[src/rtl/mem_ctrl_pkg.sv]
// Shared types and default widths for the data-memory access controller.
package mem_ctrl_pkg;

  // Controller states: waiting for an access, or holding a request to memory.
  typedef enum logic {
    IDLE = 1'b0,
    REQ  = 1'b1
  } state_t;

  localparam int DEF_DATA_W = 8;
  localparam int DEF_ADDR_W = 8;
  localparam int DEF_DEST_W = 2;

endpackage : mem_ctrl_pkg

[src/rtl/mem_acc_timer.sv]
// Cycle counter for an outstanding memory request.
// Clears when a request is accepted, counts while the request is held, and
// flags expiry in the TIMEOUT_CYC-th cycle of the request.
// Instantiated by mem_access_ctrl only when MEM_ACC_TIMEOUT_EN is defined.
module mem_acc_timer #(
  parameter int TIMEOUT_CYC = 15
) (
  input  logic clk,
  input  logic rst,
  input  logic clear,
  input  logic run,
  output logic expired
);

  localparam int CNT_W = $clog2(TIMEOUT_CYC + 1);

  logic [CNT_W-1:0] cnt;

  // Count completed request cycles; restart on every new request.
  always_ff @(posedge clk or negedge rst) begin
    if (!rst) begin
      cnt <= '0;
    end else if (clear) begin
      cnt <= '0;
    end else if (run && !expired) begin
      cnt <= cnt + 1'b1;
    end
  end

  // The current cycle is the TIMEOUT_CYC-th one spent waiting.
  assign expired = run && (cnt == CNT_W'(TIMEOUT_CYC - 1));

endmodule : mem_acc_timer

[src/rtl/mem_access_ctrl.sv]
// Data-memory access sequencer between EX and the MEM stage register.
// Accepts a load/store from EX, runs a req/ack handshake with a
// variable-latency memory, stalls the front of the pipeline meanwhile and
// emits the completed access (or a pass-through / bubble) to the MEM register.
// Optional build macro: MEM_ACC_TIMEOUT_EN adds a request timeout that aborts
// the access and pulses mem_err.
module mem_access_ctrl
  import mem_ctrl_pkg::*;
#(
  parameter int DATA_W      = DEF_DATA_W,
  parameter int ADDR_W      = DEF_ADDR_W,
  parameter int DEST_W      = DEF_DEST_W,
  parameter int TIMEOUT_CYC = 15
) (
  input  logic              clk,
  input  logic              rst,
  input  logic              ex_valid,
  input  logic              ex_wb_en,
  input  logic              ex_mem_r_en,
  input  logic              ex_mem_w_en,
  input  logic [ADDR_W-1:0] ex_alu_res,
  input  logic [DATA_W-1:0] ex_st_val,
  input  logic [DEST_W-1:0] ex_dest,
  output logic              mem_req,
  output logic              mem_we,
  output logic [ADDR_W-1:0] mem_addr,
  output logic [DATA_W-1:0] mem_wdata,
  input  logic              mem_ack,
  input  logic [DATA_W-1:0] mem_rdata,
  output logic              stall,
  output logic              memreg_wb_en,
  output logic              memreg_mem_r_en,
  output logic [DATA_W-1:0] memreg_val_ldr,
  output logic [ADDR_W-1:0] memreg_alu_res,
  output logic [DEST_W-1:0] memreg_dest,
  output logic              mem_err
);

  state_t state, state_nxt;

  logic              accept;
  logic              timeout;
  logic [ADDR_W-1:0] lat_addr;
  logic [DATA_W-1:0] lat_wdata;
  logic [DEST_W-1:0] lat_dest;
  logic              lat_wb_en;
  logic              lat_r_en;
  logic              lat_we;

  // A valid load or store seen while idle starts a new access.
  assign accept = (state == IDLE) && ex_valid && (ex_mem_r_en || ex_mem_w_en);

`ifdef MEM_ACC_TIMEOUT_EN
  mem_acc_timer #(
    .TIMEOUT_CYC (TIMEOUT_CYC)
  ) u_timer (
    .clk     (clk),
    .rst     (rst),
    .clear   (accept),
    .run     (state == REQ),
    .expired (timeout)
  );
`else
  assign timeout = 1'b0;
`endif

  // State register.
  // NOTE: sequential state uses non-blocking assignments so every flop samples
  // pre-edge values regardless of block ordering.
  always_ff @(posedge clk or negedge rst) begin
    if (!rst) begin
      state <= IDLE;
    end else begin
      state <= state_nxt;
    end
  end

  // Next-state logic: enter REQ on accept, leave on ack or timeout.
  always_comb begin
    state_nxt = state;
    unique case (state)
      IDLE:    if (accept) state_nxt = REQ;
      REQ:     if (mem_ack || timeout) state_nxt = IDLE;
      default: state_nxt = IDLE;
    endcase
  end

  // Capture the access fields on accept; they stay stable while mem_req is up.
  // NOTE: this bank is small and drives outputs directly, so it is reset to
  // give defined mem_addr/mem_wdata/mem_we out of reset.
  always_ff @(posedge clk or negedge rst) begin
    if (!rst) begin
      lat_addr  <= '0;
      lat_wdata <= '0;
      lat_dest  <= '0;
      lat_wb_en <= 1'b0;
      lat_r_en  <= 1'b0;
      lat_we    <= 1'b0;
    end else if (accept) begin
      lat_addr  <= ex_alu_res;
      lat_wdata <= ex_st_val;
      lat_dest  <= ex_dest;
      lat_wb_en <= ex_wb_en;
      lat_r_en  <= ex_mem_r_en;
      // A load with the store bit also set is a load; the store is dropped.
      lat_we    <= ex_mem_w_en && !ex_mem_r_en;
    end
  end

  // Memory-side handshake, driven from registered state only.
  assign mem_req   = (state == REQ);
  assign mem_we    = lat_we;
  assign mem_addr  = lat_addr;
  assign mem_wdata = lat_wdata;
  assign mem_err   = (state == REQ) && !mem_ack && timeout;

  // Output logic: pass-through, bubble with stall, or completed access.
  // NOTE: every output gets a default first so no path infers a latch.
  always_comb begin
    stall           = 1'b0;
    memreg_wb_en    = 1'b0;
    memreg_mem_r_en = 1'b0;
    memreg_val_ldr  = '0;
    memreg_alu_res  = '0;
    memreg_dest     = '0;
    unique case (state)
      IDLE: begin
        if (accept) begin
          stall = 1'b1;
        end else if (ex_valid) begin
          memreg_wb_en    = ex_wb_en;
          memreg_mem_r_en = ex_mem_r_en;
          memreg_alu_res  = ex_alu_res;
          memreg_dest     = ex_dest;
        end
      end
      REQ: begin
        if (mem_ack) begin
          // Stores never write back; loads return the memory data.
          memreg_wb_en    = lat_wb_en && lat_r_en;
          memreg_mem_r_en = lat_r_en;
          memreg_val_ldr  = lat_r_en ? mem_rdata : '0;
          memreg_alu_res  = lat_addr;
          memreg_dest     = lat_dest;
        end else if (!timeout) begin
          stall = 1'b1;
        end
      end
      default: ;
    endcase
  end

endmodule : mem_access_ctrl
[config.mk]
export PLATFORM = sky130hd
export DESIGN_NAME = mem_access_ctrl
export DESIGN_NICKNAME = d
export VERILOG_FILES = /design/src/rtl/mem_ctrl_pkg.sv /design/src/rtl/mem_acc_timer.sv /design/src/rtl/mem_access_ctrl.sv
export SDC_FILE = /design/constraint.sdc
export NUM_CORES = 1
export LEC_CHECK = 0
export CORE_MARGIN = 2
export CORE_UTILIZATION = 38
export CTS_BUF_LIST = sky130_fd_sc_hd__clkbuf_8 sky130_fd_sc_hd__clkbuf_16
export CTS_CLUSTER_SIZE = 12
export DETAILED_ROUTE_END_ITERATION = 10
export PLACE_DENSITY = 0.9
export SLEW_MARGIN = 5
export SYNTH_ARGS = -nofsm -noshare
export SYNTH_HDL_FRONTEND = slang
export SYNTH_SLANG_ARGS = --single-unit
[constraint.sdc]
create_clock -name clk -period 2.4 [get_ports clk]
set_input_delay 0.48 -clock clk [delete_from_list [all_inputs] [get_ports clk]]
set_output_delay 0.48 -clock clk [all_outputs]
set_load 0.005 [all_outputs]
# Word level (Yosys, flattened, before mapping)
# Cells that the tools add are included.
# op_classes
n_mux,22
n_bitwise,1
reduce_logical,6
# op_table
op,count
$mux W8,6
$pmux W8 S2,1
$mux W1,8
$mux W2,3
$pmux W1 S2,3
$logic_and A1 B1 Y1,4
$pmux W2 S2,1
$logic_not A1 Y1,1
$logic_or A1 B1 Y1,1
$not A1 Y1,1
# totals
output_inout_bits,40
ff_bits,22

# Logic depth before layout (Yosys ltp)
# logic_depth
word_depth,5
mapped_depth,4
depth_no_buf,3

# Worst setup path before layout
# No wires, ideal clock.
# synth_path
path_type,in2out
startpoint,input port ex_valid
endpoint,output port memreg_alu_res[0]
slack_ps,774
path_stages,4
arrival_time_ps,1146
path_cell_list,nor2b_4 -> nor3b_2 -> buf_4 -> a22o_1
# synth_via
elab_chain_cells,4
# synth_lines
element,line,rtl
start: declaration,mem_access_ctrl.sv:17,"input logic ex_valid,"
$logic_and A1 B1 Y1 (2 in series),mem_access_ctrl.sv:51,assign accept = (state == IDLE) && ex_valid && (ex_mem_r_en || ex_mem_w_en);
$mux W8 *,mem_access_ctrl.sv:128,if (accept) begin
$pmux W8 S2 *,mem_access_ctrl.sv:126,unique case (state)
end: declaration,mem_access_ctrl.sv:34,"output logic [ADDR_W-1:0] memreg_alu_res,"
# Every way passes the cells marked *; elsewhere a longest branch is shown, timed or not.

# Worst setup path in the final report
# Ends and elaborated chain as after synthesis.

==> run summary <==
The mapped cell area is 1130 µm², and the number of antenna violations at the first check in global routing is 0. The worst register-to-register path begins at mem_req. Net switching is 24.1% of the power. Data on the critical path is required at its endpoint by 1.92 ns. The tools report the number of pins exceeding their max-slew limit in the final report as 0. The setup path with the least slack is of type in2out. The initialized floorplan defines 19 standard-cell rows. Synthesis instantiated 17 different standard cells from the library. The tools report the start point of the worst hold path as mem_wdata[4]. Across all layers, the routed design uses 938 vias. The final critical path time including I/O delays and setup is 2.31 ns, and the number of I/O pins is 73.

In this run the power density over the cells is 695 nW/µm². The number of buffers and inverters on the critical path is 3. The largest net degree at the start of global routing is 23, and the final instance area is 1970 µm².

The worst path meets setup with 0.0867 ns of slack. The total overflow left after global routing is 0. Setup violations remaining at the end of the flow were counted as 0.

The area of the die was 3420 µm²; the mean cell area of the mapped netlist was 14.5 µm². The pre-antenna-repair detailed-routing pass consisted of 4 iterations. The violation count after the first detailed-route iteration is 6, and the synthesis-to-layout area growth is 74.4%. For this design the total switching power over the nets is 0.329 mW.

The number of global-route vias before repair is 1050, and the sequential-to-total area share from yosys stat is 48.8%. The proportion of layout cells with a drive suffix above 1 works out to 23.1%. The count of input and output buffers is 71, and the register bit count reported by yosys is 22. The insertion delay of the later-clocked pin in the worst-skew pair is 0.26 ns. The internal power component came out at 1.04 mW.

Setup repair after global routing left no endpoint under its margin. The net count of the finished layout is 190. Clock tree synthesis inserted a total of 3 buffers. The total power is 1.37 mW.

The clock transition at the registers of the reported paths was 0.08 ns. Reported leakage power: 0.924 nW. In the final routed layout, each cell accounts on average for 16.7 µm. VDD sags by at most 0.568 mV. The worst path arrival time is 1.83 ns, and the highest attainable clock frequency is 0.432 GHz.

The root buffer cell chosen for the clock tree is sky130_fd_sc_hd__clkbuf_8. The antenna diode count was 0; the detailed placer's ending HPWL was 2280 µm. The capturing element type of the critical path is a primary output.

The number of nets handed over by synthesis was 111. Cell area after placement: 1880 µm². The share of total power dissipated in sequential elements is 38.5%. Along the worst path, the maximum fanout reaches 11. After layout, the worst path uses 96.4% of the clock period. TritonCTS built the clock tree. For this design, the slowest cell found on the critical path is sky130_fd_sc_hd__clkdlybuf4s50_1.

For the post-route clock skew, the log shows 0.00162 ns. In this run, post-CTS hold repair placed 0 buffers. The first-pass GRT wire length is 4950 µm, and the number of clock sinks is 22.

The startpoint class of the critical path was a primary input. Summed over all layers, the routed wires come to 3130 µm. For the CTS H-tree depth, the log shows 1. The number of vias per cell is 5.02.

The tools report the number of fillers in the final layout as 192. The launch point of the worst path was ex_valid. The run finished with clean final reports. For this configuration, the core starts out at a cell density of 40.5%. The class of the tightest hold or removal check was reg2reg.

The run gives 0 as the number of hold violations in the final report. The count of warnings emitted by yosys is 0, and the maximum single-stage delay on the critical path is 0.46 ns. The final routed DRC violation total was 0. For the worst-case setup slack after placement, the log shows -0.172 ns.

The signal on the critical path passes through clkdlybuf4s50_1 -> nor2b_4 -> nor3b_2 -> buf_6 -> a22o_1 -> dlygate4sd2_1. The die is 58.5 µm tall. Counting every instance in the synthesized netlist gives 78.

At the end of routability-driven placement, the weighted congestion stood at 0.753. The count of nets left with antenna violations once routing finished came out at 0. The clock network accounts for 25.1% of the total power. The max capacitance violation total came out at 0. Post-route worst hold slack: 0.521 ns. Combinational logic burns 36.3% of the power.

The chip width came out at 58.5 µm. The core region is 2780 µm². For this run, the total global-route usage over all layers was measured as 19.0%. Setup total negative slack on the finished layout was measured at 0 ns. The run gives 2 as the maximum clock insertion buffer count. In this design, the largest share of critical-path delay is due to buffers and inverters.
==> path summary, 6_finish.rpt <==
check	endpoint	slack [ns]	cells past startpoint
worst max-delay path	memreg_alu_res[0]	0.09	6
worst min-delay path	mem_wdata[4]	0.52	1
worst max register to register	mem_addr[1]	0.75	5
worst min register to register	mem_wdata[4]	0.52	1
max in group asynchronous	mem_addr[1]	1.62	2
min in group asynchronous	mem_wdata[2]	0.56	2
==> cell usage in the layout, fill, tap and decap left out <==
| cell | Yosys | routed |
|---|---|---|
| sky130_fd_sc_hd__buf_4 | 2 | 6 |
| sky130_fd_sc_hd__inv_1 | 1 | 1 |
| sky130_fd_sc_hd__and3_2 | 0 | 1 |
| sky130_fd_sc_hd__and3_4 | 0 | 1 |
| sky130_fd_sc_hd__bufinv_16 | 0 | 1 |
| sky130_fd_sc_hd__a21o_1 | 1 | 1 |
| sky130_fd_sc_hd__dfrtp_1 | 22 | 22 |
| sky130_fd_sc_hd__conb_1 | 1 | 1 |
| sky130_fd_sc_hd__mux2_4 | 19 | 19 |
| sky130_fd_sc_hd__clkdlybuf4s50_1 | 0 | 58 |
| sky130_fd_sc_hd__clkbuf_8 | 0 | 3 |
| sky130_fd_sc_hd__nor3b_2 | 1 | 1 |
| sky130_fd_sc_hd__buf_6 | 0 | 2 |
| sky130_fd_sc_hd__a21oi_1 | 2 | 2 |
| sky130_fd_sc_hd__nand2_1 | 1 | 1 |
| sky130_fd_sc_hd__dlygate4sd2_1 | 0 | 11 |
| sky130_fd_sc_hd__o21a_4 | 1 | 1 |
| sky130_fd_sc_hd__a22o_1 | 12 | 12 |
| sky130_fd_sc_hd__and2_1 | 9 | 9 |
| sky130_fd_sc_hd__nor2b_4 | 1 | 1 |
| sky130_fd_sc_hd__dlymetal6s2s_1 | 0 | 2 |
==> sequential cells by signal, indices dropped and copies added, names as in the netlist <==
register   flops
mem_addr       8
mem_wdata      8
lat_dest       2
lat_r_en       1
lat_wb_en      1
mem_req        1
mem_we         1
==> through the flow <==
step                utilization [%]  instances
CTS                            70.2        186
floorplan                         -         78
detailed placement             67.7        182
global placement               67.7        182
finish                         70.7        187
global route                   70.7        187
==> repair_timing <==
action                     in CTS  in global routing
resized for setup              15                  2
cloned                          0                  1
setup endpoints to repair      20                  6
setup buffers                   0                  0
pin swaps                       0                  1
hold endpoints to repair        0                  0
==> area by class of cell <==
class	instances	area [µm²]	share of cell area [%]
well taps	31	38.8	1.97
multi-input cells	50	532	27.1
inverters	1	3.75	0.191
clock buffers	3	41.3	2.10
clock inverters	1	30.0	1.53
flip-flops and latches	22	551	28.0
repair buffers	79	769	39.1
==> per-layer routing <==
metal | GRT usage [%] | vias up | share of wire, %
met5 | 0 | - | 0
met4 | 3.99 | 0 | 0
met3 | 4.84 | 0 | 9.1
met2 | 33.4 | 47 | 49
met1 | 23.4 | 457 | 41
li1 | - | 434 | -
==> power by group through the flow <==
stage / clock network [mW] / registers [mW] / logic [mW]
floorplan: 0 / 0.523 / 0.206
global route: 0.376 / 0.537 / 0.527
finish: 0.343 / 0.526 / 0.496
global placement: 0 / 0.522 / 0.495
CTS: 0.349 / 0.524 / 0.501
detailed placement: 0 / 0.525 / 0.510
==> synth_stat cells, drive strengths merged <==
| library cell | instances | area [µm²] |
|---|---|---|
| o21a | 1 | 15.0 |
| nor2b | 1 | 13.8 |
| inv | 1 | 3.75 |
| nand2 | 1 | 3.75 |
| a22o | 12 | 105 |
| dfrtp | 22 | 551 |
| conb | 1 | 3.75 |
| buf | 6 | 53.8 |
| nor3b | 1 | 12.5 |
| and3 | 1 | 6.26 |
| a21o | 1 | 7.51 |
| and2 | 9 | 56.3 |
| a21oi | 2 | 10.0 |
| mux2 | 19 | 285 |
==> cell families after synthesis <==
group                  count (synthesis)  share of synthesized area [%]
flip-flops                            22                           48.8
multiplexers                          19                           25.3
AO/OA/AOI/OAI                         16                           12.2
AND/OR/NAND/NOR                       13                           8.21
buffers and inverters                  7                           5.10
other                                  1                          0.333
Power figures use the tool's default switching activity.
